==> config.mk <==
export PLATFORM = sky130hd
export DESIGN_NAME = down_counter_timer
export DESIGN_NICKNAME = d
export VERILOG_FILES = /design/src/rtl/timer_pkg.sv /design/src/rtl/down_counter_timer.sv
export SDC_FILE = /design/constraint.sdc
export NUM_CORES = 1
export LEC_CHECK = 0
export CORE_MARGIN = 8
export CORE_UTILIZATION = 46
export DETAILED_ROUTE_END_ITERATION = 10
export DONT_BUFFER_PORTS = 1
export SLEW_MARGIN = 20
export SYNTH_ARGS = -nofsm -noshare
export SYNTH_HDL_FRONTEND = slang
export SYNTH_SLANG_ARGS = --single-unit
export TNS_END_PERCENT = 1
==> constraint.sdc <==
create_clock -name clk -period 3 [get_ports clk]
set_input_delay 0.6 -clock clk [delete_from_list [all_inputs] [get_ports clk]]
set_output_delay 0.6 -clock clk [all_outputs]
set_load 0.005 [all_outputs]
==> src/rtl/timer_pkg.sv <==
// Shared types and defaults for the loadable down-counting timer.
package timer_pkg;

  typedef enum logic {IDLE, RUN} timer_state_t;

  localparam int TIMER_W = 32;

endpackage

==> src/rtl/down_counter_timer.sv <==
// Loadable N-bit down counter with one-shot and periodic (auto-reload) modes.
// The FSM state is observable on running (high exactly while in RUN).
module down_counter_timer
  import timer_pkg::*;
#(
  parameter int N = TIMER_W
) (
  input  logic         clk,
  input  logic         reset,
  input  logic         load,
  input  logic [N-1:0] load_value,
  input  logic         enable,
  input  logic         periodic,
  output logic [N-1:0] q,
  output logic         running,
  output logic         expired
);

  logic [N-1:0] r_q;
  logic [N-1:0] r_reload;
  timer_state_t r_state;
  logic         r_expired;

  logic [N-1:0] w_q_next;
  logic [N-1:0] w_reload_next;
  timer_state_t w_state_next;
  logic         w_expired_next;

  // load outranks every counting/terminal action; the q == 1 rule keeps q off underflow.
  always_comb begin
    w_q_next       = r_q;
    w_reload_next  = r_reload;
    w_state_next   = r_state;
    w_expired_next = 1'b0;
    if (load) begin
      w_q_next      = load_value;
      w_reload_next = load_value;
      w_state_next  = (load_value != '0) ? RUN : IDLE;
    end else if (r_state == RUN && enable) begin
      if (r_q == N'(1)) begin
        w_expired_next = 1'b1;
        if (periodic) begin
          w_q_next = r_reload;
        end else begin
          w_q_next     = '0;
          w_state_next = IDLE;
        end
      end else if (r_q != '0) begin
        w_q_next = r_q - N'(1);
      end
    end
  end

  always_ff @(posedge clk or posedge reset) begin
    if (reset) begin
      r_q       <= '0;
      r_reload  <= '0;
      r_state   <= IDLE;
      r_expired <= 1'b0;
    end else begin
      r_q       <= w_q_next;
      r_reload  <= w_reload_next;
      r_state   <= w_state_next;
      r_expired <= w_expired_next;
    end
  end

  assign q       = r_q;
  assign expired = r_expired;
  assign running = (r_state == RUN);

endmodule
* After elaboration in Yosys (flattened, before gate mapping)
Index checks and enable logic that the tools add are counted.
** Operators by class
- Add/subtract/negate cells :: 1
- Eq/ne operators :: 2
- Multiplexer cells :: 13
- Reductions and logical operators :: 8
** Operator list (count)
- $mux W32 :: 5
- $reduce_bool A32 Y1 :: 2
- $eq A32 B1 Y1 const B :: 1
- $sub A32 B1 Y32 const B :: 1
- $mux W1 :: 8
- $reduce_bool A2 Y1 :: 2
- $reduce_and A3 Y1 :: 1
- $reduce_bool A3 Y1 :: 1
- $ne A2 B2 Y1 const B :: 1
- $reduce_and A2 Y1 :: 1
- $logic_and A1 B1 Y1 :: 1
** Word-level totals
- Register bits :: 66
- Output and inout port bits :: 34

* Longest topological paths before layout
- Depth after elaboration :: 5
- Mapped depth :: 11
- Mapped depth without buffers :: 8

* Worst setup path before layout
OpenSTA, ideal clock, no wires.
- Kind :: register -> register
- Start :: register r_q[26] (netlist: q[26])
- End :: register r_q[29] (netlist: q[29])
- Library setup time :: 135 ps
- Arrival time :: 2039 ps
- Data required time :: 2865 ps
- Slack :: 827 ps
- Cell stages (with the launch flop) :: 8
- Path buffers :: 1
- Path through :: dfrtp_1 > nor4_2 > nand3_1 > o31ai_4 > buf_4 > nor2_1 > a221oi_1 > o21ai_0
** Between the ends
- Longest elaborated chain between the ends :: 5
** RTL lines
- from (decl) :: line down_counter_timer.sv:19 : logic [N-1:0] r_q;
- from (signal assigned) :: line down_counter_timer.sv:61 : r_q <= w_q_next;
- $sub A32 B1 Y32 :: line down_counter_timer.sv:49 : w_q_next = r_q - N'(1);
- $mux W32 :: line down_counter_timer.sv:48 : end else if (r_q != '0) begin
- $mux W32 :: line down_counter_timer.sv:40 : if (r_q == N'(1)) begin
- $mux W32 :: line down_counter_timer.sv:39 : end else if (r_state == RUN && enable) begin
- $mux W32 :: line down_counter_timer.sv:35 : if (load) begin
Several ways; a longest one is shown, not always the timed one. The select of a mux whose other input is x is not followed.
A chain may end at the register's enable or synchronous reset.

* Worst setup path after layout
- Start :: register r_q[4] (netlist: q[4])
- End :: register r_q[27] (netlist: q[27])
The elaborated chain is that of the path after synthesis.

==> reports/results.ini <==
[final_layout]
final_nets = 447
antenna_cells_inserted = 0
layout_cells_sized_above_1_pct = 14.1
multi_input_comb_area_mm2 = 0.00198
register_area_mm2 = 0.00165
num-fill-cells = 777
layout.cell_area.non_filler_mm2 = 0.00406
flow.area_growth_from_synthesis_pct = 6.78

[hold_path]
holdCritPathClass = in -> async

[sta]
timing.final.ws_setup_ns = 0.252
fin_hold_ws_ns = 0.127
max_clock_freq_mhz = 364
setup-tns-final_ns = 0
timing_worst_slew_pin_value_ns = 0.951
worst_clock_skew_ns = 0.00770
setup_repair_after_global_routing_missed_its_margin = false
maxSlewViolCount = 0
period_needed_ns = 2.75
final_min_period_over_clock_period_pct = 91.6
relSlewSlack_pct = 36.6
finalHoldViolations = 0
setup_violations = 0

[clock_network]
cts.reportedPaths.clkPinSlew_ns = 0.07
cts_tree = yes
cts_repair_resize_count = 0
cts_hold_buffers = 0
cts_setup_buffers = 0
cts_sinks = 66
clk_latency_ns = 0.35
cts_inserted_buffers = 9
cts_root_buf = clkbuf_8
clockBufferDepth = 2
cts_max_level = 3

[floorplan]
die_x_um = 107
core_region_area_mm2 = 0.00813
full_die_area_mm2 = 0.0114
start_util_pct = 46.7
boundaryPins = 71
die_h_um = 107
row_count = 33

[yosys]
synth_top_area_cell = dfrtp_1
muxShareOfSynthArea_pct = 6.22
synth-warning-count = 0
synth_adder_area_share_pct = 0.987
synth.ff_latch_count = 66
synth_nets = 452
netlist.area_leader.share_pct = 43.4
instance_count_of_the_mapped_netlist = 412
synth.top_cells.by_area = dfrtp_1, o21ai_0, mux2_2
synth_edf_count = 0
synth_compound_area_share_pct = 23.1
post_synth_most_frequent_cells = dfrtp_1, o21ai_0, nand2_1
synth-simple-area-share_pct = 21.5
syn_area_per_cell_um2 = 9.23
synth.yosys.seq_area_share_pct = 43.4
largest_family_of_logic_cells_by_synthesized_area = compound AO/OA/AOI/OAI gates
synth_xor_area_share_pct = 0
ys_async_sr_fraction_pct = 100
synth.most_common_cell = dfrtp_1
synth_ff_type = dfrtp_1
syn-cell-area_mm2 = 0.00380
post_synth_num_cell_types = 43

[grt]
grt_use_total_pct = 20.5
grt_first_pass_wirelength_um = 18400
global_route.usage.met2_pct = 30.8
use_met1_pct = 26.1
grt_max_degree = 69
busiest_layer = met2
initial_antenna_violation_count = 0
gr-total-overflow = 0
grtUsageMet3_pct = 7.98
number_of_global_route_vias_before_repair = 3307

[detailed_routing]
drt_first_pass_iters = 5
post_drt_via_cell_ratio = 6.50
drt_wl_total_um = 11300
dr.first_iter.drc_count = 209
route.detailed.wl_per_inst_um = 21.8
detail_route.drc_violations = 0
antenna_violating_nets_post_route = 0
dr_total_vias = 3362

[worst_setup_path]
crit_slowest_cell = nor3_1
slowest_delay_ns = 0.77
worstPathMaxFanout = 7
critical-path-top-delay-family = simple AND/OR/NAND/NOR gates
reg2reg_depth = 6
critical_path.cell_chain = nor4_2 -> nand3_1 -> nor3_1 -> nor4b_1 -> a221oi_1 -> o21ai_1
arrival_ns = 2.98
critical_path.reg2reg.endpoint = q[27]$_DFFE_PP0P_
rrSetupSlack_ns = 0.25
crit_path_end_kind = flip-flop
setup.worst_path.start = q[4]$_DFFE_PP0P_
cp_data_required_time_ns = 3.23
critPathLaunchType = flip-flop
worst_r2r_startpoint = q[4]$_DFFE_PP0P_
path_class = reg -> reg
cp.buffers_inverters = 0
worstSetupPathDepth = 6
critical_path_sink = q[27]$_DFFE_PP0P_

[placed_design]
dp_slack_ns = 0.334
placed_area_mm2 = 0.00390
numPortBuffers = 0
dpl.hpwl_um = 8180
gpl.final_weighted_congestion = 0.919

[power]
vdd_drop_max_mv = 0.304
power.leakage_nw = 1.57
cellPowerDensity_mw_per_mm2 = 521

[status]
run_status = complete, no violations

[flow_run]
maxCapViolCount = 0

-- stage by stage --
step,utilization (%),std cells,power (W)
after floorplan,-,412,0.00138
after global placement,47.9,501,0.00147
after detailed placement,47.9,501,0.00147
after CTS,49.9,517,0.00214
after global routing,49.9,517,0.00223
final,49.9,517,0.00211
-- per-layer routing --
| layer | wire length [um] | share of wire (%) |
|---|---|---|
| met4 | 219 | 1.9 |
| met2 | 5160 | 46 |
| met1 | 4730 | 42 |
| met5 | 0 | 0 |
| met3 | 1170 | 10 |
-- placed cells by master (no fill, tap or decap), types with 3 or more instances in the layout --
cell type,instances
a211oi_1,4
a21o_1,7
a21oi_1,14
a221oi_1,15
a311oi_1,7
a31oi_1,5
and2_1,8
and3_1,3
buf_4,10
clkbuf_1,3
clkbuf_8,10
clkinv_2,3
dfrtp_1,66
ha_1,3
inv_1,9
mux2_2,21
nand2_1,36
nand3_1,7
nand4_1,7
nor2_1,30
nor3_1,20
nor3b_1,4
nor4_1,14
nor4_2,3
nor4_4,3
o21ai_0,59
o21ai_1,8
o22ai_1,4
o2bb2ai_1,4
o31ai_1,3
or4_1,5
-- how the worst min path moves through the flow --
stage,start,cells past startpoint,end
2_1_floorplan,r_reload[18]$_DFFE_PP0P_,1,r_reload[18]$_DFFE_PP0P_
3_3_place_gp,r_reload[28]$_DFFE_PP0P_,1,r_reload[28]$_DFFE_PP0P_
3_5_place_dp,r_reload[28]$_DFFE_PP0P_,1,r_reload[28]$_DFFE_PP0P_
4_1_cts,reset,1,r_reload[23]$_DFFE_PP0P_
5_1_grt,reset,1,q[1]$_DFFE_PP0P_
6_report,reset,1,r_reload[23]$_DFFE_PP0P_
-- power by group --
group          leakage, nW  internal (W)  switching (W)
sequential           0.791      0.000992       0.000153
clock               0.0872      0.000319       0.000337
combinational        0.689      0.000138       0.000173
-- final cells by class --
type | count | area share (%)
well taps | 105 | 3.24
multi-input cells | 309 | 48.8
flip-flops and latches | 66 | 40.7
clock inverters | 3 | 0.370
repair buffers | 11 | 2.34
clock buffers | 13 | 3.67
inverters | 10 | 0.925
-- flip-flops by register name, indices dropped and copies added (netlist names) --
signal,flops
q,32
r_reload,32
expired,1
running,1
-- worst register-to-register path: stages, from the launching register on --
cell	delay (ns)
dfrtp_1	0.48
nor4_2	0.56
nand3_1	0.33
nor3_1	0.77
nor4b_1	0.15
a221oi_1	0.24
o21ai_1	0.09
-- cells by family after synthesis --
kind of cell / count (synthesis)
buffers and inverters: 37
muxes: 21
and+or+nand+nor: 148
adders and majority gates: 3
DFF: 66
AOI/OAI and AO/OA: 137
Note: power is estimated with default switching activity, not from simulation.
==> RTL edit 1 (same flow settings) <==
The package constant `TIMER_W` goes from 32 to 16.
--- a/src/rtl/timer_pkg.sv
+++ b/src/rtl/timer_pkg.sv
@@ -3,7 +3,7 @@
 
   typedef enum logic {IDLE, RUN} timer_state_t;
 
-  localparam int TIMER_W = 32;
+  localparam int TIMER_W = 16;
 
 endpackage
 
Ports: changed (resized load_value and q); port bits go from 71 to 39. No check against the original RTL was run, so the function may have changed too.
==> RTL edit 1 against the original RTL <==
  * Worst setup slack better by 0.18 ns
  * Fmax is 7.0% higher
  * Core utilization up 0.61 points
  * Wire length down 46%
  * First-iteration DRC count rose by 67%
  * Sequential cell count decreased by 32
  * Non-clock buffer count is 5 lower
  * Power down 41%
  * Synthesized area fell by 47%
  * Synthesized cell count decreased by 47%
  * Final area decreased by 47%
  * Critical path type unchanged
  * Largest cell class unchanged
  * Largest power group unchanged
==> RTL edit 1: results (changes against the original RTL) <==
CP max-delay cell=or4b_1 (was nor3_1); total setup buffers inserted after CTS=0 (unchanged); uppermost layer routed=met4 (unchanged); CP arrival=2.74 ns (was 2.98 ns); DR pass1 iterations=5 (unchanged); Iteration-0 DRC Markers=350 (was 209); initial antenna violation count=0 (unchanged); number of gates resized after CTS=0 (unchanged); final net count=239 (was 447); share of post-route cells with drive strength above 1=0.139 (was 0.141); H-tree depth=2 (was 3); register area share after synthesis=0.424 (was 0.434); leakage power=0.866 nW (was 1.57 nW); Clock Tree Buf Depth=2 (unchanged); max-slew headroom at the worst pin=0.632 (was 0.366); port bufs=0 (unchanged); post-DP HPWL=4260 um (was 8180 um); most area-consuming cells after synthesis=dfrtp_1 42%, o21ai_0 7.5%, mux2_2 5.0%, o2bb2ai_1 3.5%, nor4_1 3.4% (was dfrtp_1 43%, o21ai_0 7.8%, mux2_2 6.2%, nand2_1 3.6%, a221oi_1 3.5%); slowest stage delay, CP=0.60 ns (was 0.77 ns); status=complete, no violations (unchanged); crit-path max FO=8 (was 7); VDD IR max=265 uV (was 304 uV); wire length on met1=2530 um (was 4730 um); Synth Warn #=0 (unchanged); final RePlAce weighted congestion=0.896 (was 0.919); Met3 Routed Length=764 um (was 1170 um); first-pass GRT wire length=9470 um (was 18400 um); Yosys cell types=49 (was 43); Reg clk slew, reported paths=0.08 ns; Clock Skews=0.00573 ns (was 0.00770 ns); min-delay worst type=in2async (unchanged); CTS Buf Count=5 (was 9); GRT Total Usage=0.184 (was 0.205); met2 routed WL=2680 um (was 5160 um); CP top delay family=simple AND/OR/NAND/NOR gates (unchanged); # fillers=415 (was 777); mean routed wirelength per cell=22.7 um (was 21.8 um); Clock Latency Late Sink=0.29 ns (was 0.35 ns); Antenna diodes=0 (unchanged); Synth async-reset ratio=1.00 (unchanged); number of global-route vias before repair=1762 (was 3307); via count=1874 (was 3362); top post-synthesis cells by count=34 x dfrtp_1, 30 x o21ai_0, 14 x nand2_1 (was 66 x dfrtp_1, 59 x o21ai_0, 36 x nand2_1); CTS root buffer=clkbuf_8 (unchanged); pin count of the biggest net entering global routing=40 (was 69)
[RTL edit 1: area by class of cell]
type                            instances  share of cell area
Clock inverter                          3              0.0208
Inverter                               10              0.0173
Clock buffer                            5              0.0317
Timing Repair Buffer                    6              0.0208
Multi-Input combinational cell        158               0.487
Tap cell                               52              0.0300
Sequential cell                        34               0.392
[RTL edit 1: per-layer routing]
layer  vias up  track usage
met1       914        0.245
met4         0       0.0509
li1        829            -
met5         -            0
met2       117        0.267
met3        14       0.0755
[RTL edit 1: path summary, 6_finish.rpt]
path | slack (ns) | to | from | cells past startpoint
worst max-delay path | 0.43 | q[10] | q[0] | 7
worst min-delay path | 0.29 | q[1] | reset | 2
worst max register to register | 0.43 | q[10] | q[0] | 7
worst min register to register | 0.51 | r_reload[13] | r_reload[13] | 1
max in group asynchronous | 2.40 | q[14] | reset | 2
min in group clk | 0.39 | expired | load | 1
[RTL edit 1: worst reg2reg max path, cell delays in order, from the launching register on]
cell and delay (ns):
dfrtp_1 0.49, inv_1 0.17, ha_1 0.23, or4b_1 0.60, or3_1 0.43, o311a_1 0.30, o21ai_0 0.13, o21ai_0 0.10
[RTL edit 1: cell families (layout without fill, tap and decap cells)]
logic type / after synthesis / after routing / synth area share
buf+inv: 26 / 24 / 0.0498
simple gates: 71 / 71 / 0.200
mux: 13 / 13 / 0.0704
compound gates: 71 / 71 / 0.237
fa+ha+maj: 3 / 3 / 0.0187
flops: 34 / 34 / 0.424
[RTL edit 1: where the power goes]
| part | switching [mW] | internal (mW) |
|---|---|---|
| sequential | 0.0968 | 0.514 |
| clock | 0.182 | 0.247 |
| combinational | 0.109 | 0.0914 |
[RTL edit 1: metrics by stage]
stage,cell area (sq um),setup slack (ns),power (mW),std cells
2_1_floorplan,2010,0.696,0.746,218
3_3_place_gp,2060,0.580,0.806,260
6_report,2170,0.432,1.24,268
3_5_place_dp,2060,0.504,0.812,260
5_1_grt,2170,0.246,1.30,268
4_1_cts,2170,0.475,1.24,268
==> RTL edit 2 (config.mk and constraints unchanged) <==
Made on the original files. Register the output `expired` once more, without a reset; this adds one clock of latency there. The other outputs are not delayed to match.
--- a/src/rtl/down_counter_timer.sv
+++ b/src/rtl/down_counter_timer.sv
@@ -66,7 +66,9 @@
   end
 
   assign q       = r_q;
-  assign expired = r_expired;
+  always_ff @(posedge clk) begin
+    expired <= r_expired;
+  end
   assign running = (r_state == RUN);
 
 endmodule
Formal check against the unedited RTL: not equivalent (Yosys sat finds a counterexample within 4 cycles, from zero or initial values and one cycle with reset high).
==> RTL edit 2 against the original RTL <==
  * Power increased by 6.3%
  * Wire length increased by 3.1%
  * Non-clock buffer count increased by 5
  * Synthesized area increased by 0.53%
  * Via count increased by 0.89%
  * Count of clock-buffer cells in the layout unchanged
  * Worst hold slack improved by 0.023 ns
  * Final cell count increased by 0.97%
  * Final area increased by 2.2%
  * Worst setup slack improved by 0.12 ns
  * Sequential share of layout area decreased by 0.38 points
  * First-iteration DRC count increased by 3.8%
  * Sequential cell count increased by 1
  * Largest power group unchanged
==> RTL edit 2: results (changes against the original RTL) <==
status=complete, no violations (unchanged); met2 routed WL=5250 um (was 5160 um); Iteration-0 DRC Markers=217 (was 209); crit-path max FO=27 (was 7); most area-consuming cells after synthesis=dfrtp_1 43%, o21ai_0 7.7%, mux2_2 6.2%, nand2_1 3.5%, a221oi_1 3.4% (was dfrtp_1 43%, o21ai_0 7.8%, mux2_2 6.2%, nand2_1 3.6%, a221oi_1 3.5%); VDD IR max=268 uV (was 304 uV); fraction of area in multi-input gates=0.478 (was 0.488); Non-Filler Instances=522 (was 517); met2 global-route usage=0.308 (about the same); post-DP HPWL=8450 um (was 8180 um); Clock Skews=0.0161 ns (was 0.00770 ns); pre-CTS WS=0.418 ns (was 0.334 ns); Clock Network Area Fraction=0.0468 (was 0.0404); share of post-route cells with drive strength above 1=0.151 (was 0.141); mux share of post-synthesis cell area=0.0619 (was 0.0622); Yosys cell types=44 (was 43); Met3 Routed Length=1140 um (was 1170 um); initial antenna violation count=1 (was 0); CP arrival=2.84 ns (was 2.98 ns); Register-to-Register Path Depth=7 (was 6); max-slew headroom at the worst pin=0.345 (was 0.366); buffering overhead=0.0320 (was 0.0234); final hold slack=0.150 ns (was 0.127 ns); R2R Path Start=q[16] (was q[4]); slack of the worst reg-to-reg path=0.38 ns (was 0.25 ns); uppermost layer routed=met5 (was met4); number of global-route vias before repair=3369 (was 3307); count of plain and timing-repair buffers=16 (was 11); #FFs+latches synth=67 (was 66); mean routed wirelength per cell=22.3 um (was 21.8 um); DR pass1 iterations=4 (was 5); register area share after synthesis=0.437 (was 0.434); first-pass GRT wire length=18900 um (was 18400 um); Synth async-reset ratio=0.985 (was 1.00); met1 Track Usage GR=0.276 (was 0.261); Syn Nets=453 (was 452); met3 Use GR=0.0732 (was 0.0798); leakage power=1.61 nW (was 1.57 nW)
==> RTL edit 2: cell count changes after synthesis <==
cell     change
dfxtp_1      +1
==> RTL edit 2: logic make-up (layout without fill, tap and decap cells) <==
kind of cell | after synthesis | in the layout
and+or+nand+nor | 148 | 148
AOI/OAI and AO/OA | 137 | 137
DFF | 67 | 67
buffers and inverters | 37 | 41
muxes | 21 | 21
adders and majority gates | 3 | 3
==> RTL edit 2: worst max-delay path by stage <==
| stage | slack, ns | depth (start not counted) | endpoint |
|---|---|---|---|
| after detailed placement | 0.42 | 7 | q[29] |
| after global routing | 0.17 | 7 | q[24] |
| after global placement | 0.48 | 7 | q[31] |
| final | 0.38 | 7 | q[28] |
| after floorplan | 0.75 | 1 | q[0] |
| after CTS | 0.38 | 7 | q[29] |
==> RTL edit 2: power breakdown <==
part	internal (mW)	leakage [nW]	switching, mW	total [mW]
Combinational	0.143	0.716	0.179	0.322
Sequential	1.01	0.799	0.154	1.16
Clock	0.425	0.0995	0.339	0.764
Total	1.57	1.61	0.672	2.25
